[config.mk]
export PLATFORM = sky130hd
export DESIGN_NAME = bldc_encoder_emulator_flat
export DESIGN_NICKNAME = d
export VERILOG_FILES = /design/src/rtl/bldc_encoder_emulator_if.sv /design/src/rtl/bldc_encoder_emulator.sv /design/src/flat_wrapper.sv
export SDC_FILE = /design/constraint.sdc
export NUM_CORES = 1
export LEC_CHECK = 0
export CORE_ASPECT_RATIO = 1.5
export CORE_UTILIZATION = 40
export CTS_BUF_LIST = sky130_fd_sc_hd__clkbuf_8 sky130_fd_sc_hd__clkbuf_16
export DETAILED_ROUTE_END_ITERATION = 10
export PLACE_DENSITY = 0.66
export RECOVER_POWER = 25
export SETUP_SLACK_MARGIN = 0.1
export SYNTH_ARGS = -nofsm -noshare
export SYNTH_HDL_FRONTEND = slang
export SYNTH_SLANG_ARGS = --single-unit
[constraint.sdc]
create_clock -name clk -period 6.8 [get_ports clk]
set_clock_uncertainty 0.05 [all_clocks]
set_input_delay 1.02 -clock clk [delete_from_list [all_inputs] [get_ports clk]]
set_output_delay 1.02 -clock clk [all_outputs]
set_load 0.03 [all_outputs]
[src/rtl/bldc_encoder_emulator_if.sv]
`default_nettype none
// ============================================================================
// Module   : bldc_encoder_emulator_if
// Purpose  : Command/status bundle for the BLDC quadrature encoder emulator.
// Revision : 1.0
// ============================================================================
interface bldc_encoder_emulator_if #(
    parameter int COUNT_WIDTH  = 15,
    parameter int PERIOD_WIDTH = 16
);
    logic                    load;
    logic [COUNT_WIDTH-1:0]  target;
    logic [PERIOD_WIDTH-1:0] step_period;
    logic [1:0]              enc;
    logic [COUNT_WIDTH-1:0]  position;
    logic                    busy;
    logic                    done;

    modport master (
        output load, target, step_period,
        input  enc, position, busy, done
    );

    modport slave (
        input  load, target, step_period,
        output enc, position, busy, done
    );
endinterface
`default_nettype wire

[src/rtl/bldc_encoder_emulator.sv]
`default_nettype none
// ============================================================================
// Module   : bldc_encoder_emulator
// Purpose  : Steps an emulated quadrature pair toward a target at a set rate.
// Revision : 1.0
// ============================================================================
module bldc_encoder_emulator #(
    parameter int COUNT_WIDTH  = 15,
    parameter int PERIOD_WIDTH = 16
) (
    input  logic                   clk,
    input  logic                   reset,
    bldc_encoder_emulator_if.slave bus
);

    localparam logic [COUNT_WIDTH-1:0]  c_POS_ONE    = {{(COUNT_WIDTH-1){1'b0}}, 1'b1};
    localparam logic [PERIOD_WIDTH-1:0] c_PERIOD_ONE = {{(PERIOD_WIDTH-1){1'b0}}, 1'b1};

    typedef enum logic [0:0] {
        S_IDLE = 1'b0,
        S_MOVE = 1'b1
    } state_t;

    state_t                  r_state;
    logic [COUNT_WIDTH-1:0]  r_target;
    logic [PERIOD_WIDTH-1:0] r_period;
    logic [PERIOD_WIDTH-1:0] r_div;
    logic [COUNT_WIDTH-1:0]  r_position;
    logic [1:0]              r_enc;
    logic                    r_done;

    state_t                  w_state_next;
    logic [COUNT_WIDTH-1:0]  w_target_next;
    logic [PERIOD_WIDTH-1:0] w_period_next;
    logic [PERIOD_WIDTH-1:0] w_div_next;
    logic [COUNT_WIDTH-1:0]  w_position_next;
    logic                    w_done_next;
    logic [COUNT_WIDTH-1:0]  w_diff;
    logic [COUNT_WIDTH-1:0]  w_stepped;
    logic [PERIOD_WIDTH-1:0] w_period_in;

    // A zero period would never fire the divider; clamp it to one clock.
    assign w_period_in = (bus.step_period == '0) ? c_PERIOD_ONE : bus.step_period;
    assign w_diff      = r_target - r_position;
    assign w_stepped   = w_diff[COUNT_WIDTH-1] ? (r_position - c_POS_ONE)
                                               : (r_position + c_POS_ONE);

    always_ff @(posedge clk or posedge reset) begin
        if (reset) begin
            r_state    <= S_IDLE;
            r_target   <= '0;
            r_period   <= c_PERIOD_ONE;
            r_div      <= '0;
            r_position <= '0;
            r_enc      <= 2'b00;
            r_done     <= 1'b0;
        end else begin
            r_state    <= w_state_next;
            r_target   <= w_target_next;
            r_period   <= w_period_next;
            r_div      <= w_div_next;
            r_position <= w_position_next;
            // Phase tracks position mod 4, so one step always flips one bit.
            r_enc      <= {w_position_next[1], w_position_next[1] ^ w_position_next[0]};
            r_done     <= w_done_next;
        end
    end

    always_comb begin
        w_state_next    = r_state;
        w_target_next   = r_target;
        w_period_next   = r_period;
        w_div_next      = r_div;
        w_position_next = r_position;
        w_done_next     = 1'b0;

        if (bus.load) begin
            // Retarget wins over completion and suppresses any step this edge.
            w_state_next  = S_MOVE;
            w_target_next = bus.target;
            w_period_next = w_period_in;
            w_div_next    = '0;
        end else if (r_state == S_MOVE) begin
            if (w_diff == '0) begin
                w_state_next = S_IDLE;
                w_done_next  = 1'b1;
                w_div_next   = '0;
            end else if (r_div == (r_period - c_PERIOD_ONE)) begin
                w_position_next = w_stepped;
                w_div_next      = '0;
                if (w_stepped == r_target) begin
                    w_state_next = S_IDLE;
                    w_done_next  = 1'b1;
                end
            end else begin
                w_div_next = r_div + c_PERIOD_ONE;
            end
        end
    end

    assign bus.enc      = r_enc;
    assign bus.position = r_position;
    assign bus.busy     = (r_state == S_MOVE);
    assign bus.done     = r_done;

endmodule
`default_nettype wire

[src/flat_wrapper.sv]
// flat-port wrapper written by rule: the top's interface ports become plain ports
module bldc_encoder_emulator_flat 
#(
    parameter int COUNT_WIDTH  = 15,
    parameter int PERIOD_WIDTH = 16
)
  (clk, reset, bus_load, bus_target, bus_step_period, bus_enc, bus_position, bus_busy, bus_done);
  bldc_encoder_emulator_if #(.COUNT_WIDTH(COUNT_WIDTH), .PERIOD_WIDTH(PERIOD_WIDTH)) bus_i ();
  input  logic clk;
  input  logic reset;
  input wire logic [$bits(bus_i.load)-1:0] bus_load;
  input wire logic [$bits(bus_i.target)-1:0] bus_target;
  input wire logic [$bits(bus_i.step_period)-1:0] bus_step_period;
  output wire logic [$bits(bus_i.enc)-1:0] bus_enc;
  output wire logic [$bits(bus_i.position)-1:0] bus_position;
  output wire logic [$bits(bus_i.busy)-1:0] bus_busy;
  output wire logic [$bits(bus_i.done)-1:0] bus_done;
  assign bus_i.load = bus_load;
  assign bus_i.target = bus_target;
  assign bus_i.step_period = bus_step_period;
  assign bus_enc = bus_i.enc;
  assign bus_position = bus_i.position;
  assign bus_busy = bus_i.busy;
  assign bus_done = bus_i.done;
  bldc_encoder_emulator #(.COUNT_WIDTH(COUNT_WIDTH), .PERIOD_WIDTH(PERIOD_WIDTH)) u_core (.clk(clk), .reset(reset), .bus(bus_i));
endmodule
==> flow_summary.yaml <==
place:
  hpwl_um: 9910
  pre_cts_slack_ns: 1.42
  place_area_mm2: 0.00574
  portBuffers: 52
  numPlacedInstances: 724
  place.gp.congestion: 0.952
job:
  cap_violations: 2
timing:
  finalCritPeriodShare_pct: 80.5
  rsz0062_at_grt: "no"
  fin_tns_setup_ns: 0
  setup_viol: 0
  tightestPinTransition_ns: 3.61
  min_period_ns: 5.47
  slew_violations: 109
  hold_slack_ns: 0.481
  hold_violations: 0
  layout_setup_ws_ns: 1.33
  max_freq_ghz: 0.183
  slew_headroom_pct: -141
global_routing:
  grt_max_degree: 66
  grt_pass1_wl_um: 21400
  grt_overflow: 0
  first_global_vias: 4499
  track_usage_pct: 21.1
  antenna_found_initial: 0
synthesis:
  async_flop_share_pct: 100
  syn_area_mm2: 0.00507
  avgSynthCellArea_um2: 9.59
  yosysWarnings: 0
  synth_edf_count: 0
  seq_area_frac_synth_pct: 32.1
  ys_types: 70
  ys_seq_elements: 65
  syn_inst: 529
  synth_nets: 596
  synth_flop_cell: "dfrtp_1"
cells_and_area:
  area_growth_pct: 18.7
  design_area_mm2: 0.00603
  seq_area_mm2: 0.00163
  utilization_pct: 48.4
  final_nets: 646
  n_fill_cell: 1156
  diodes: 0
  multi_input_area_mm2: 0.00324
  layout-drive-gt1-share_pct: 10.6
  finalNonFillerCells: 739
floorplan:
  start_util_pct: 40.8
  die_h_um: 140
  dieArea_mm2: 0.0132
  io_pins: 53
  die_w_um: 94.0
  core-area_mm2: 0.0124
  num_rows: 50
setup_path:
  crit_type: "flip-flop to flip-flop"
  max_stage_delay_ns: 0.58
  path_buf_inv: 2
  crit_path_top_delay_cell: "fa_1"
  cp_max_fo: 18
  cp-end-kind: "flip-flop"
  crit_chain: "ha_1 > fa_1 > nor2b_1 > o31a_1 > o21ai_0 > a21oi_1 > o22ai_1 > xnor2_1 > buf_4 > inv_1 > fa_1 > xor2_1 > o311ai_0 > a2111oi_0 > o31ai_1 > a2111oi_0 > o2111ai_1 > nor4_1 > a41oi_1 > nor2b_1"
  reg2reg_slack_ns: 1.33
  cp.required_ns: 6.93
  cp.arrival_ns: 5.60
  critPathTopFamily: "compound AO/OA/AOI/OAI gates"
  critPathLaunchType: "flip-flop"
clock_network:
  cts-root-buf: "clkbuf_16"
  cts_buffers: 9
  cts_buffer_depth: 2
  worstSkewPairLatency_ns: 0.34
  clk_pin_slew_ns: 0.06
  cts_sinks: 65
  cts_resized: 0
  cts_setup_buffers: 0
  h-tree-depth: 3
  cts_tree: "yes"
  postCtsHoldBufs: 0
pwr:
  internal_power_uw: 897
  seq_power_share_pct: 34.0
  clkPwrFrac_pct: 35.7
  power_frac_comb_pct: 30.3
  leakage_nw: 2.58
  finalPower_mw: 1.31
  powerDensity_mw_per_mm2: 218
  switching_share_pct: 31.7
  ir_drop_v: 0.000111
  p_switching_uw: 417
run_status:
  status: "complete, but fails checks"
  violations: "capacitance limit, slew limit"
detailed_routing:
  dr.pass1.iters: 4
  drtIter0Drc: 126
  route.final.wire_length_um: 13000
  wl_per_cell_um: 17.6
  final_antenna_net_count: 0
  vias_per_cell: 5.86
  drc: 0
  vias: 4334
hold_path:
  hold_class: "flip-flop to flip-flop"
-- registers in the layout, summed over array words and instances (netlist names) --
signal / cells
u_core.r_div: 16
u_core.r_period: 16
u_core.bus.position: 15
u_core.r_target: 15
u_core.bus.busy: 1
u_core.bus.done: 1
u_core.bus.enc: 1
-- synthesized netlist by cell type (7+ instances only) --
cell | instances | area share [%]
a211o_1 | 7 | 1.2
a211oi_1 | 9 | 1.3
a21o_1 | 15 | 2.2
a21oi_1 | 24 | 2.4
and3_1 | 13 | 1.6
clkbuf_1 | 13 | 0.96
dfrtp_1 | 64 | 32
ha_1 | 31 | 7.6
inv_1 | 34 | 2.5
mux2_2 | 27 | 6.0
mux2i_1 | 8 | 1.6
nand2_1 | 22 | 1.6
nand2b_1 | 12 | 1.5
nand3_1 | 7 | 0.69
nor2_1 | 20 | 1.5
nor2b_1 | 11 | 1.4
nor3_1 | 15 | 1.5
nor4_1 | 17 | 2.1
nor4b_1 | 9 | 1.6
o21ai_0 | 25 | 2.5
o31ai_1 | 8 | 1.2
xnor2_1 | 37 | 6.4
xor2_1 | 12 | 2.1
-- cell families after synthesis --
logic type                 after synthesis  share of synthesized area (%)
muxes                                   41                           9.05
DFF                                     65                           32.1
adders and majority gates               33                           8.43
xor gates and xnor gates                51                           9.34
buffers and inverters                   51                           4.17
and+or+nand+nor                        159                           19.2
AOI/OAI and AO/OA                      129                           17.7
-- cells in the final DEF (no fill, tap or decap), drive strengths merged, types with 8 or more instances in the layout --
master          n
o31ai           8
nand2b         12
o21ai          25
ha             31
a21oi          24
nor2b          11
clkbuf         14
nor2           21
nand2          22
nor4b           9
a21o           15
a211oi          9
and3           13
xor2           12
nor3           16
mux2           33
dfrtp          64
mux2i           8
clkdlybuf4s50  50
inv            34
xnor2          37
nor4           17
-- power groups by stage --
stage | registers (mW) | logic (mW) | clock network, mW
2_1_floorplan | 0.440 | 0.302 | 0
3_3_place_gp | 0.452 | 0.387 | 0
3_5_place_dp | 0.453 | 0.395 | 0
4_1_cts | 0.446 | 0.398 | 0.482
5_1_grt | 0.451 | 0.441 | 0.494
6_report | 0.447 | 0.398 | 0.469
-- area by class of cell --
class / instances / share of cell area [%]
Clock buffer: 11 / 4.19
Clock inverter: 4 / 0.727
Sequential cell: 65 / 27.0
Inverter: 34 / 2.12
Tap cell: 156 / 3.24
Multi-Input combinational cell: 413 / 53.8
Timing Repair Buffer: 56 / 8.91
-- routing by layer --
| metal | up-vias | track usage [%] | share of wire, % |
|---|---|---|---|
| met5 | - | 0 | 0 |
| met1 | 2113 | 21.8 | 39 |
| li1 | 2076 | - | - |
| met3 | 47 | 4.29 | 3.3 |
| met2 | 98 | 38.1 | 52 |
| met4 | 0 | 13.2 | 5.9 |
-- worst paths after layout --
check                                                  from                              end  depth (start not counted)
max                        u_core.bus.position[0]$_DFF_PP0_        u_core.bus.busy$_DFF_PP0_                         20
max in group asynchronous                             reset  u_core.r_period[10]$_DFFE_PP0P_                          3
max reg2reg                u_core.bus.position[0]$_DFF_PP0_        u_core.bus.busy$_DFF_PP0_                         20
min in group asynchronous                             reset      u_core.bus.enc[0]$_DFF_PP0_                          3
min reg2reg                 u_core.r_period[15]$_DFFE_PP0P_  u_core.r_period[15]$_DFFE_PP0P_                          1
min                         u_core.r_period[15]$_DFFE_PP0P_  u_core.r_period[15]$_DFFE_PP0P_                          1
Note: power is estimated with default switching activity, not from simulation.
